## src/rtl/aud_pkg.sv

```systemverilog
`default_nettype none
// ---------------------------------------------------------------------------
// aud_pkg : shared types, limits and reciprocal table for the playback DSP
// Rev 1.0
// ---------------------------------------------------------------------------
package aud_pkg;

  typedef enum logic [1:0] {
    MODE_NORMAL = 2'd0,
    MODE_FAST   = 2'd1,
    MODE_SLOW0  = 2'd2,
    MODE_SLOW1  = 2'd3
  } aud_mode_e;

  typedef enum logic [2:0] {
    S_IDLE  = 3'd0,
    S_WAIT  = 3'd1,
    S_READ  = 3'd2,
    S_CALC  = 3'd3,
    S_PAUSE = 3'd4
  } aud_state_e;

  localparam int SPEED_MAX = 8;
  localparam int RECIP_SH  = 23;

  typedef logic signed [15:0] sample_t;

  // ceil(2^23 / s): rounding up keeps the truncated quotient exact for |p| < 2^20
  function automatic logic [23:0] recip(input logic [3:0] s);
    logic [23:0] r;
    case (s)
      4'd2:    r = 24'd4194304;
      4'd3:    r = 24'd2796203;
      4'd4:    r = 24'd2097152;
      4'd5:    r = 24'd1677722;
      4'd6:    r = 24'd1398102;
      4'd7:    r = 24'd1198373;
      4'd8:    r = 24'd1048576;
      default: r = 24'd8388608;
    endcase
    return r;
  endfunction

endpackage
`default_nettype wire

```

## src/rtl/aud_interp.sv

```systemverilog
`default_nettype none
// ---------------------------------------------------------------------------
// aud_interp : linear interpolation prev + ((cur-prev)*k)/speed, combinational
// Rev 1.0
// ---------------------------------------------------------------------------
module aud_interp
  import aud_pkg::*;
(
  input  sample_t    prev,
  input  sample_t    cur,
  input  logic [3:0] k,
  input  logic [3:0] speed,
  output sample_t    y
);

  logic signed [16:0] diff;
  logic signed [20:0] k_ext;
  logic signed [20:0] prod;
  logic        [19:0] mag;
  logic        [43:0] scaled;
  logic        [19:0] quot;
  logic signed [20:0] q_s;
  logic signed [16:0] sum;

  always_comb begin
    diff   = 17'(cur) - 17'(prev);
    k_ext  = {17'd0, k};
    prod   = 21'(diff) * k_ext;
    // divide the magnitude so the result truncates toward zero
    mag    = prod[20] ? 20'(-prod) : prod[19:0];
    scaled = 44'(mag) * 44'(recip(speed));
    quot   = 20'(scaled >> RECIP_SH);
    q_s    = $signed({1'b0, quot});
    if (prod[20]) begin
      q_s = -q_s;
    end
    sum    = 17'(prev) + 17'(q_s);
    y      = sum[15:0];
  end

endmodule
`default_nettype wire

```

## src/rtl/aud_rate_dsp.sv

```systemverilog
`default_nettype none
// ---------------------------------------------------------------------------
// aud_rate_dsp : SRAM sample playback with normal/fast/slow/interpolated rates
// Rev 1.0
// ---------------------------------------------------------------------------
module aud_rate_dsp
  import aud_pkg::*;
#(
  parameter int ADDR_W    = 20,
  parameter int SPEED_MAX = aud_pkg::SPEED_MAX
) (
  input  logic              i_clk,
  input  logic              i_rst,
  input  logic              i_daclrck,
  input  logic              i_start,
  input  logic              i_pause,
  input  logic              i_stop,
  input  aud_mode_e         i_mode,
  input  logic [3:0]        i_speed,
  input  logic [ADDR_W-1:0] i_end_addr,
  output logic [ADDR_W-1:0] o_sram_addr,
  input  logic [15:0]       i_sram_data,
  output sample_t           o_dac_data,
  output logic              o_en,
  output logic              o_done
);

  aud_state_e        state;
  aud_state_e        next_state;

  logic              lrck_q;
  logic              tick;
  logic [ADDR_W-1:0] addr;
  sample_t           dac;
  logic              done;
  logic [3:0]        k;
  sample_t           prev;
  sample_t           cur;
  aud_mode_e         mode_r;
  logic [3:0]        speed_r;
  logic              last;
  logic              pause_pend;

  logic [3:0]        speed_eff;
  logic              slow;
  logic              k_wrap;
  logic [3:0]        k_next;
  logic [3:0]        step;
  logic              adv;
  logic [ADDR_W:0]   next_addr;
  logic              past_end;
  logic              need_fetch;
  logic              end_now;
  sample_t           interp_y;
  sample_t           calc_out;

  assign tick = lrck_q & ~i_daclrck;

  always_comb begin
    speed_eff = i_speed;
    if (i_speed == 4'd0) begin
      speed_eff = 4'd1;
    end else if (i_speed > 4'(SPEED_MAX)) begin
      speed_eff = 4'(SPEED_MAX);
    end
  end

  always_comb begin
    slow       = (mode_r == MODE_SLOW0) || (mode_r == MODE_SLOW1);
    k_wrap     = (k == (speed_r - 4'd1));
    k_next     = k_wrap ? 4'd0 : (k + 4'd1);
    step       = (mode_r == MODE_FAST) ? speed_r : 4'd1;
    adv        = !slow || k_wrap;
    next_addr  = {1'b0, addr} + {{(ADDR_W-3){1'b0}}, step};
    past_end   = next_addr > {1'b0, i_end_addr};
    need_fetch = !slow || (k == 4'd0);
    calc_out   = (mode_r == MODE_SLOW1) ? interp_y : cur;
    end_now    = (state == S_WAIT) && !i_stop && !i_pause && tick && last;
  end

  aud_interp u_interp (
    .prev  (prev),
    .cur   (cur),
    .k     (k),
    .speed (speed_r),
    .y     (interp_y)
  );

  always_ff @(posedge i_clk) begin
    if (i_rst) begin
      state <= S_IDLE;
    end else begin
      state <= next_state;
    end
  end

  always_comb begin
    next_state = state;
    if (i_stop) begin
      next_state = S_IDLE;
    end else begin
      case (state)
        S_IDLE:  if (i_start && !i_pause) next_state = S_WAIT;
        S_WAIT: begin
          if (i_pause) begin
            next_state = S_PAUSE;
          end else if (tick) begin
            next_state = last ? S_IDLE : S_READ;
          end
        end
        S_READ:  next_state = S_CALC;
        S_CALC:  next_state = (i_pause || pause_pend) ? S_PAUSE : S_WAIT;
        S_PAUSE: if (i_start && !i_pause) next_state = S_WAIT;
        default: next_state = S_IDLE;
      endcase
    end
  end

  always_comb begin
    o_en        = (state != S_IDLE);
    o_sram_addr = addr;
    o_dac_data  = dac;
    o_done      = done;
  end

  always_ff @(posedge i_clk) begin
    if (i_rst) begin
      lrck_q     <= 1'b1;
      addr       <= '0;
      dac        <= '0;
      done       <= 1'b0;
      k          <= 4'd0;
      prev       <= '0;
      cur        <= '0;
      mode_r     <= MODE_NORMAL;
      speed_r    <= 4'd1;
      last       <= 1'b0;
      pause_pend <= 1'b0;
    end else begin
      lrck_q <= i_daclrck;
      done   <= end_now;
      if (next_state == S_IDLE) begin
        addr       <= '0;
        dac        <= '0;
        k          <= 4'd0;
        prev       <= '0;
        cur        <= '0;
        last       <= 1'b0;
        pause_pend <= 1'b0;
      end else begin
        case (state)
          S_WAIT: begin
            if (tick && !i_pause) begin
              mode_r  <= i_mode;
              speed_r <= speed_eff;
              if ((i_mode != mode_r) || (speed_eff != speed_r)) begin
                k <= 4'd0;
              end
              if ((i_mode == MODE_SLOW1) && (mode_r != MODE_SLOW1)) begin
                prev <= cur;
              end
            end
          end
          S_READ: begin
            pause_pend <= i_pause;
            if (need_fetch) begin
              prev <= cur;
              cur  <= i_sram_data;
            end
          end
          S_CALC: begin
            pause_pend <= 1'b0;
            dac        <= calc_out;
            k          <= slow ? k_next : 4'd0;
            if (adv) begin
              if (past_end) begin
                last <= 1'b1;
              end else begin
                addr <= next_addr[ADDR_W-1:0];
              end
            end
          end
          default: ;
        endcase
        // the paused output is silent even when a calculation just finished
        if (next_state == S_PAUSE) begin
          dac <= '0;
        end
      end
    end
  end

endmodule
`default_nettype wire

```

## config.mk

```make
export PLATFORM = sky130hd
export DESIGN_NAME = aud_rate_dsp
export DESIGN_NICKNAME = d
export VERILOG_FILES = /design/src/rtl/aud_pkg.sv /design/src/rtl/aud_interp.sv /design/src/rtl/aud_rate_dsp.sv
export SDC_FILE = /design/constraint.sdc
export NUM_CORES = 1
export LEC_CHECK = 0
export ABC_AREA = 0
export CAP_MARGIN = 20
export CORE_ASPECT_RATIO = 0.9
export CORE_MARGIN = 2
export CORE_UTILIZATION = 40
export CTS_CLUSTER_DIAMETER = 50
export CTS_CLUSTER_SIZE = 12
export DETAILED_ROUTE_END_ITERATION = 10
export GPL_TIMING_DRIVEN = 0
export PLACE_DENSITY = 0.59
export SYNTH_ARGS = -nofsm -noshare
export SYNTH_HDL_FRONTEND = slang
export SYNTH_SLANG_ARGS = --single-unit
```

## constraint.sdc

```tcl
create_clock -name i_clk -period 19.82 [get_ports i_clk]
set_input_delay 3.964 -clock i_clk [delete_from_list [all_inputs] [get_ports i_clk]]
set_output_delay 3.964 -clock i_clk [all_outputs]
set_load 0.01 [all_outputs]
```

# After elaboration in Yosys (flattened, before gate mapping)
# Index checks and enable logic that the tools add are counted.
[word_totals]
reg_bits = 85
latch_bits = 0
ram_bits = 0
rom_bits = 0
in_bits = 48
output_inout_bits = 38
n_memories = 0
[classes]
n_addsub = 7
n_mul = 2
div_mod_pow = 0
n_lt_le_gt_ge = 2
n_eq_ne = 24
n_shift = 0
muxes = 24
bitwise = 4
n_reduce_logical = 32
[op_table]
columns = ["op", "n"]
rows = [
  ["$pmux 24 s7", 1],
  ["$mux 16", 5],
  ["$mul 20x24->39", 1],
  ["$pmux 16 s2", 1],
  ["$mux 4", 7],
  ["$add 20x4->21", 1],
  ["$gt 21x20->1", 1],
  ["$mul 17x5->21", 1],
  ["$mux 20", 1],
  ["$neg 20->20", 1],
  ["$sub 16x16->17", 1],
  ["$add 16x16->16", 1],
  ["$eq 4x3->1 const B", 4],
  ["$neg 16->16", 1],
  ["$mux 3", 5],
  ["$pmux 3 s4", 1],
  ["$reduce_and 3->1", 4],
  ["$eq 4x2->1 const B", 2],
  ["$logic_not 4->1", 2],
  ["$pmux 4 s2", 1],
  ["$logic_and 1x1->1", 7],
  ["$eq 2x2->1 const B", 3],
  ["$eq 3x2->1 const B", 2],
  ["$eq 3x3->1 const B", 2],
  ["24 further kinds", 39],
]

# Longest topological paths before layout
[depth]
depth_word = 9
depth_mapped = 77
ltp_nobuf = 75

# By module
# From an unflattened synthesis, not the netlist that was laid out.
[unflattened]
cells_unflattened = 2766
hier_area_um2 = 23256.1
[by_module_without_submodules]
columns = ["mod", "n_inst", "cells_each", "area_per_inst_um2", "seq_area_each_um2"]
rows = [
  ["aud_interp", 1, 2210, 18562.8, 0.0],
  ["aud_rate_dsp", 1, 556, 4693.3, 1701.6],
]

# Least setup slack after synthesis
# OpenSTA, ideal clock, no wires.
[synth_path]
path_type = "reg-to-reg"
from = "reg prev[1]"
to = "reg dac[15], in the netlist o_dac_data[15]"
setup_ps = 69
t_arrival_ps = 16262
t_required_ps = 19751
slack_ps = 3489
stages_incl_launch_ff = 73
n_path_buf = 3
period_less_slack_ps = 16331
path_cell_list = "dfxtp_1 > inv_1 > ha_1 > nor2b_1 > o21ai_0 > a21boi_0 > o21ai_0 > a21boi_0 > o21ai_0 > a21boi_0 > o21ai_0 > a21boi_0 > o21ai_0 > a21boi_0 > o31a_1 > clkbuf_1 > nor2_1 > a311o_1 > [... 37 more ...] > ha_1 > nand2_1 > o21ai_0 > ha_1 > a21o_1 > a21oi_1 > o21bai_1 > a21oi_1 > o21ai_0 > a41o_1 > a211oi_1 > o2111ai_1 > a21oi_1 > xnor3_1 > xnor2_1 > nand2b_1 > mux2_1 > o21ai_1"
[synth_via]
elab_chain_len = 9
[synth_lines]
columns = ["element", "line", "rtl"]
rows = [
  ["from (decl)", "aud_rate_dsp.sv:37", "sample_t prev;"],
  ["from (signal assigned)", "aud_rate_dsp.sv:160", "prev <= cur;"],
  ["from (signal assigned)", "aud_rate_dsp.sv:167", "prev <= cur;"],
  ["$sub 16x16->17", "aud_interp.sv:26", "diff = 17'(cur) - 17'(prev);"],
  ["$mul 17x5->21", "aud_interp.sv:28", "prod = 21'(diff) * k_ext;"],
  ["$neg 20->20", "aud_interp.sv:30", "mag = prod[20] ? 20'(-prod) : prod[19:0];"],
  ["$mux 20", "aud_interp.sv:30", ""],
  ["$mul 20x24->39", "aud_interp.sv:31", "scaled = 44'(mag) * 44'(recip(speed));"],
  ["$neg 16->16", "aud_interp.sv:35", "q_s = -q_s;"],
  ["$mux 16", "aud_interp.sv:34", "if (prod[20]) begin"],
  ["$add 16x16->16 *", "aud_interp.sv:37", "sum = 17'(prev) + 17'(q_s);"],
  ["$mux 16 *", "aud_rate_dsp.sv:77", "calc_out = (mode_r == MODE_SLOW1) ? interp_y : cur;"],
  ["to (signal assigned)", "aud_rate_dsp.sv:173", "dac <= calc_out;"],
  ["to (decl)", "aud_rate_dsp.sv:34", "sample_t dac;"],
]
# Mark *: on every way between the ends. The rest lies on a longest branch, timed or not.
# A chain may end at the register's enable or synchronous reset.

# Worst setup path in the final report
# Same ends and word-level chain as after synthesis.

==> impl_metrics.py <==
metrics = {
    "setup_path": {
        "end_kind": "flop",
        "reg2reg_to": "o_dac_data[15]",
        "start_kind": "flop",
        "required_ns": 20.11,
        "crit_fanout": 10,
        "r2r_start": "prev[1]",
        "cp_slowest_cell": "xor2_1",
        "reg2regPathDepth": 70,
        "r2r_slack_ns": 1.14,
        "path_class": "flop to flop",
        "cpPeakStageDelay_ns": 0.67,
        "arrival_ns": 18.97,
        "crit_top_cell": "fa_1",
    },
    "power": {
        "peakVddDrop_mv": 0.0348,
        "pwr-share-clk_pct": 47.7,
        "power.density_nw_per_um2": 14.4,
        "finalPower_mw": 0.369,
        "combinationalPowerShare_pct": 6.0,
        "p_int_mw": 0.272,
        "swShare_pct": 26.2,
        "seqPwrFrac_pct": 46.3,
        "switching_power_mw": 0.0969,
        "leakagePower_nw": 13.0,
    },
    "synth": {
        "yosysMostFrequentCell": "inv_1",
        "yosys.cell_types.count": 76,
        "synth_commonest_cells": "569 x inv_1, 396 x fa_1, 269 x nor2_1",
        "synthFlopType": "dfxtp_1",
        "synth_edf_count": 0,
        "synth.area.top_cells": "fa_1 34%, ha_1 12%, inv_1 9.2%",
        "synth_nets": 3455,
        "synthArstFlopShare_pct": 0,
        "netlist.area_leader.share_pct": 34.2,
        "synth-seq-area-share_pct": 7.35,
        "ys.warnings.count": 0,
        "avgSynthCellArea_um2": 8.32,
        "postSynthRegisterBits": 85,
        "synth_top_area_cell": "fa_1",
        "syn_area_um2": 23200,
        "synthCells": 2785,
    },
    "sta": {
        "fin_ws_ns": 1.14,
        "worst_pin_slew_ns": 1.14,
        "max_clock_freq_mhz": 53.5,
        "hold_viol_final": 0,
        "min_period_ns": 18.68,
        "rsz0062_at_grt": "no",
        "setup_violations": 0,
        "fin_skew_ns": 0.0144,
        "slew_viol_final": 0,
        "whs_ns": 0.463,
        "slew_headroom_pct": 23.6,
        "period_share_pct": 94.3,
    },
    "grt": {
        "grt_antenna_before_repair": 0,
        "grt_max_degree": 19,
        "grt_overflow_total": 0,
        "grt_usage_pct": 26.1,
        "grt_pass1_wl_um": 119000,
        "grt_pass1_vias": 20200,
    },
    "floorplan": {
        "dieWidth_um": 258,
        "die_h_um": 232,
        "std_cell_rows": 83,
        "start_util_pct": 40.5,
        "io_pins": 86,
        "core_area_um2": 57100,
        "die_area_um2": 59800,
    },
    "worst_hold_path": {
        "min_from": "o_dac_data[2]",
        "hold_class": "flop to flop",
        "hold_depth": 2,
        "min_to": "o_dac_data[2]",
    },
    "detailed_routing": {
        "detail_route.wirelength.met1_um": 34700,
        "vias": 19500,
        "wl_met2_um": 34000,
        "firstDrtPassIters": 5,
        "wirelength_um": 76600,
        "wl_per_cell_um": 20.9,
        "drc": 0,
        "via_per_inst": 5.31,
        "postRouteAntennaNets": 0,
        "drt_iter0_markers": 1361,
        "wl_met3_um": 5940,
        "dr.max_layer_used": "met4",
    },
    "clock_tree": {
        "cts_made_buffers": 9,
        "hold_buffers": 0,
        "h-tree-depth": 3,
        "clock_sinks": 85,
        "cts_tree": "yes",
        "clock_path_buffers": 2,
        "worstSkewPairLatency_ns": 0.36,
        "root_buffer": "clkbuf_16",
        "path_clk_slew_ns": 0.08,
    },
    "placed_design": {
        "gp_congestion": 0.990,
        "io_buffers": 84,
        "hpwl_um": 67500,
        "placed_area_um2": 25000,
        "post-place-ws_ns": -1.13,
    },
    "final_layout": {
        "nets": 3573,
        "area_growth_syn_to_layout_pct": 11.1,
        "stdcell_area_um2": 25700,
        "utilization_pct": 45.0,
        "antenna_cells": 0,
        "drive_gt1_share_pct": 3.40,
    },
    "run": {
        "maxCapViolCount": 0,
    },
    "run_status": {
        "status": "completed",
    },
}
==> power groups by stage <==
stage          clock network, mW  registers [mW]  logic (mW)
2_1_floorplan                  0           0.175     0.00833
3_3_place_gp                   0           0.175      0.0212
3_5_place_dp                   0           0.175      0.0219
4_1_cts                    0.180           0.171      0.0221
5_1_grt                    0.187           0.171      0.0239
6_report                   0.176           0.171      0.0221
==> worst max-delay path by stage <==
stage                 start              to
global route        prev[1]  o_dac_data[15]
floorplan           prev[1]  o_dac_data[15]
detailed placement  prev[1]  o_dac_data[15]
global placement    prev[1]  o_dac_data[15]
CTS                 prev[1]  o_dac_data[15]
finish              prev[1]  o_dac_data[15]
==> through the flow <==
stage / instances / setup TNS, ns
after floorplan: 2785 / 0
after global placement: 3634 / -1.11
after detailed placement: 3644 / -1.98
after CTS: 3660 / 0
after global routing: 3673 / 0
final: 3673 / 0
==> placed cells by master (no fill, tap or decap), types with 50 or more instances in the layout <==
cell type / instances
inv_1: 569
fa_1: 396
nor2_1: 265
nand2_1: 241
ha_1: 226
a21oi_1: 120
dfxtp_1: 85
clkdlybuf4s50_1: 84
o21ai_0: 81
and2_1: 67
clkbuf_1: 64
xnor2_1: 62
a21o_1: 52
nand3_1: 50
==> registers in the layout, summed over array words and instances, names as in the netlist <==
register     count
cur             16
pause_pend       1
k                4
prev            16
o_done           1
lrck_q           1
mode_r           2
o_dac_data      16
o_sram_addr     20
state            3
speed_r          4
last             1
==> layer usage <==
metal | vias up | global-route usage [%]
li1 | 9148 | -
met5 | - | 0
met4 | 0 | 6.11
met3 | 88 | 6.28
met2 | 598 | 41.2
met1 | 9653 | 36.2
==> area by class of cell <==
type,instances,area [um^2]
Sequential cell,85,1700
Multi-Input combinational cell,2053,19300
Clock buffer,9,225
Fill cell,5721,31400
Timing Repair Buffer,108,1050
Clock inverter,7,75.1
Inverter,571,2140
Tap cell,765,957
Buffer,75,305
==> kinds of logic (layout without fill, tap and decap cells) <==
family          Yosys count  count (layout)  share of synthesized area (%)
simple gates            832             832                           16.8
compound gates          437             437                           12.4
fa+ha+maj               622             622                           46.4
mux                      43              43                           1.86
xor+xnor                119             119                           4.59
buf+inv                 647             770                           10.6
flops                    85              85                           7.35
==> worst max-delay path, delay by kind of cell (launching register included) <==
family	cells	cell delay [ns]
simple gates	17	3.10
buf+inv	8	0.80
xor+xnor	4	1.50
fa+ha+maj	14	6.28
compound gates	26	6.07
mux	1	0.30
flops	1	0.47
==> what timing repair did <==
action | 4_1_cts | 5_1_grt
pin swaps | 0 | 7
gates resized for setup | 14 | 37
endpoints found under the setup margin | 5 | 6
buffers inserted | 0 | 11
No activity file was read; power rests on OpenSTA's default activity.
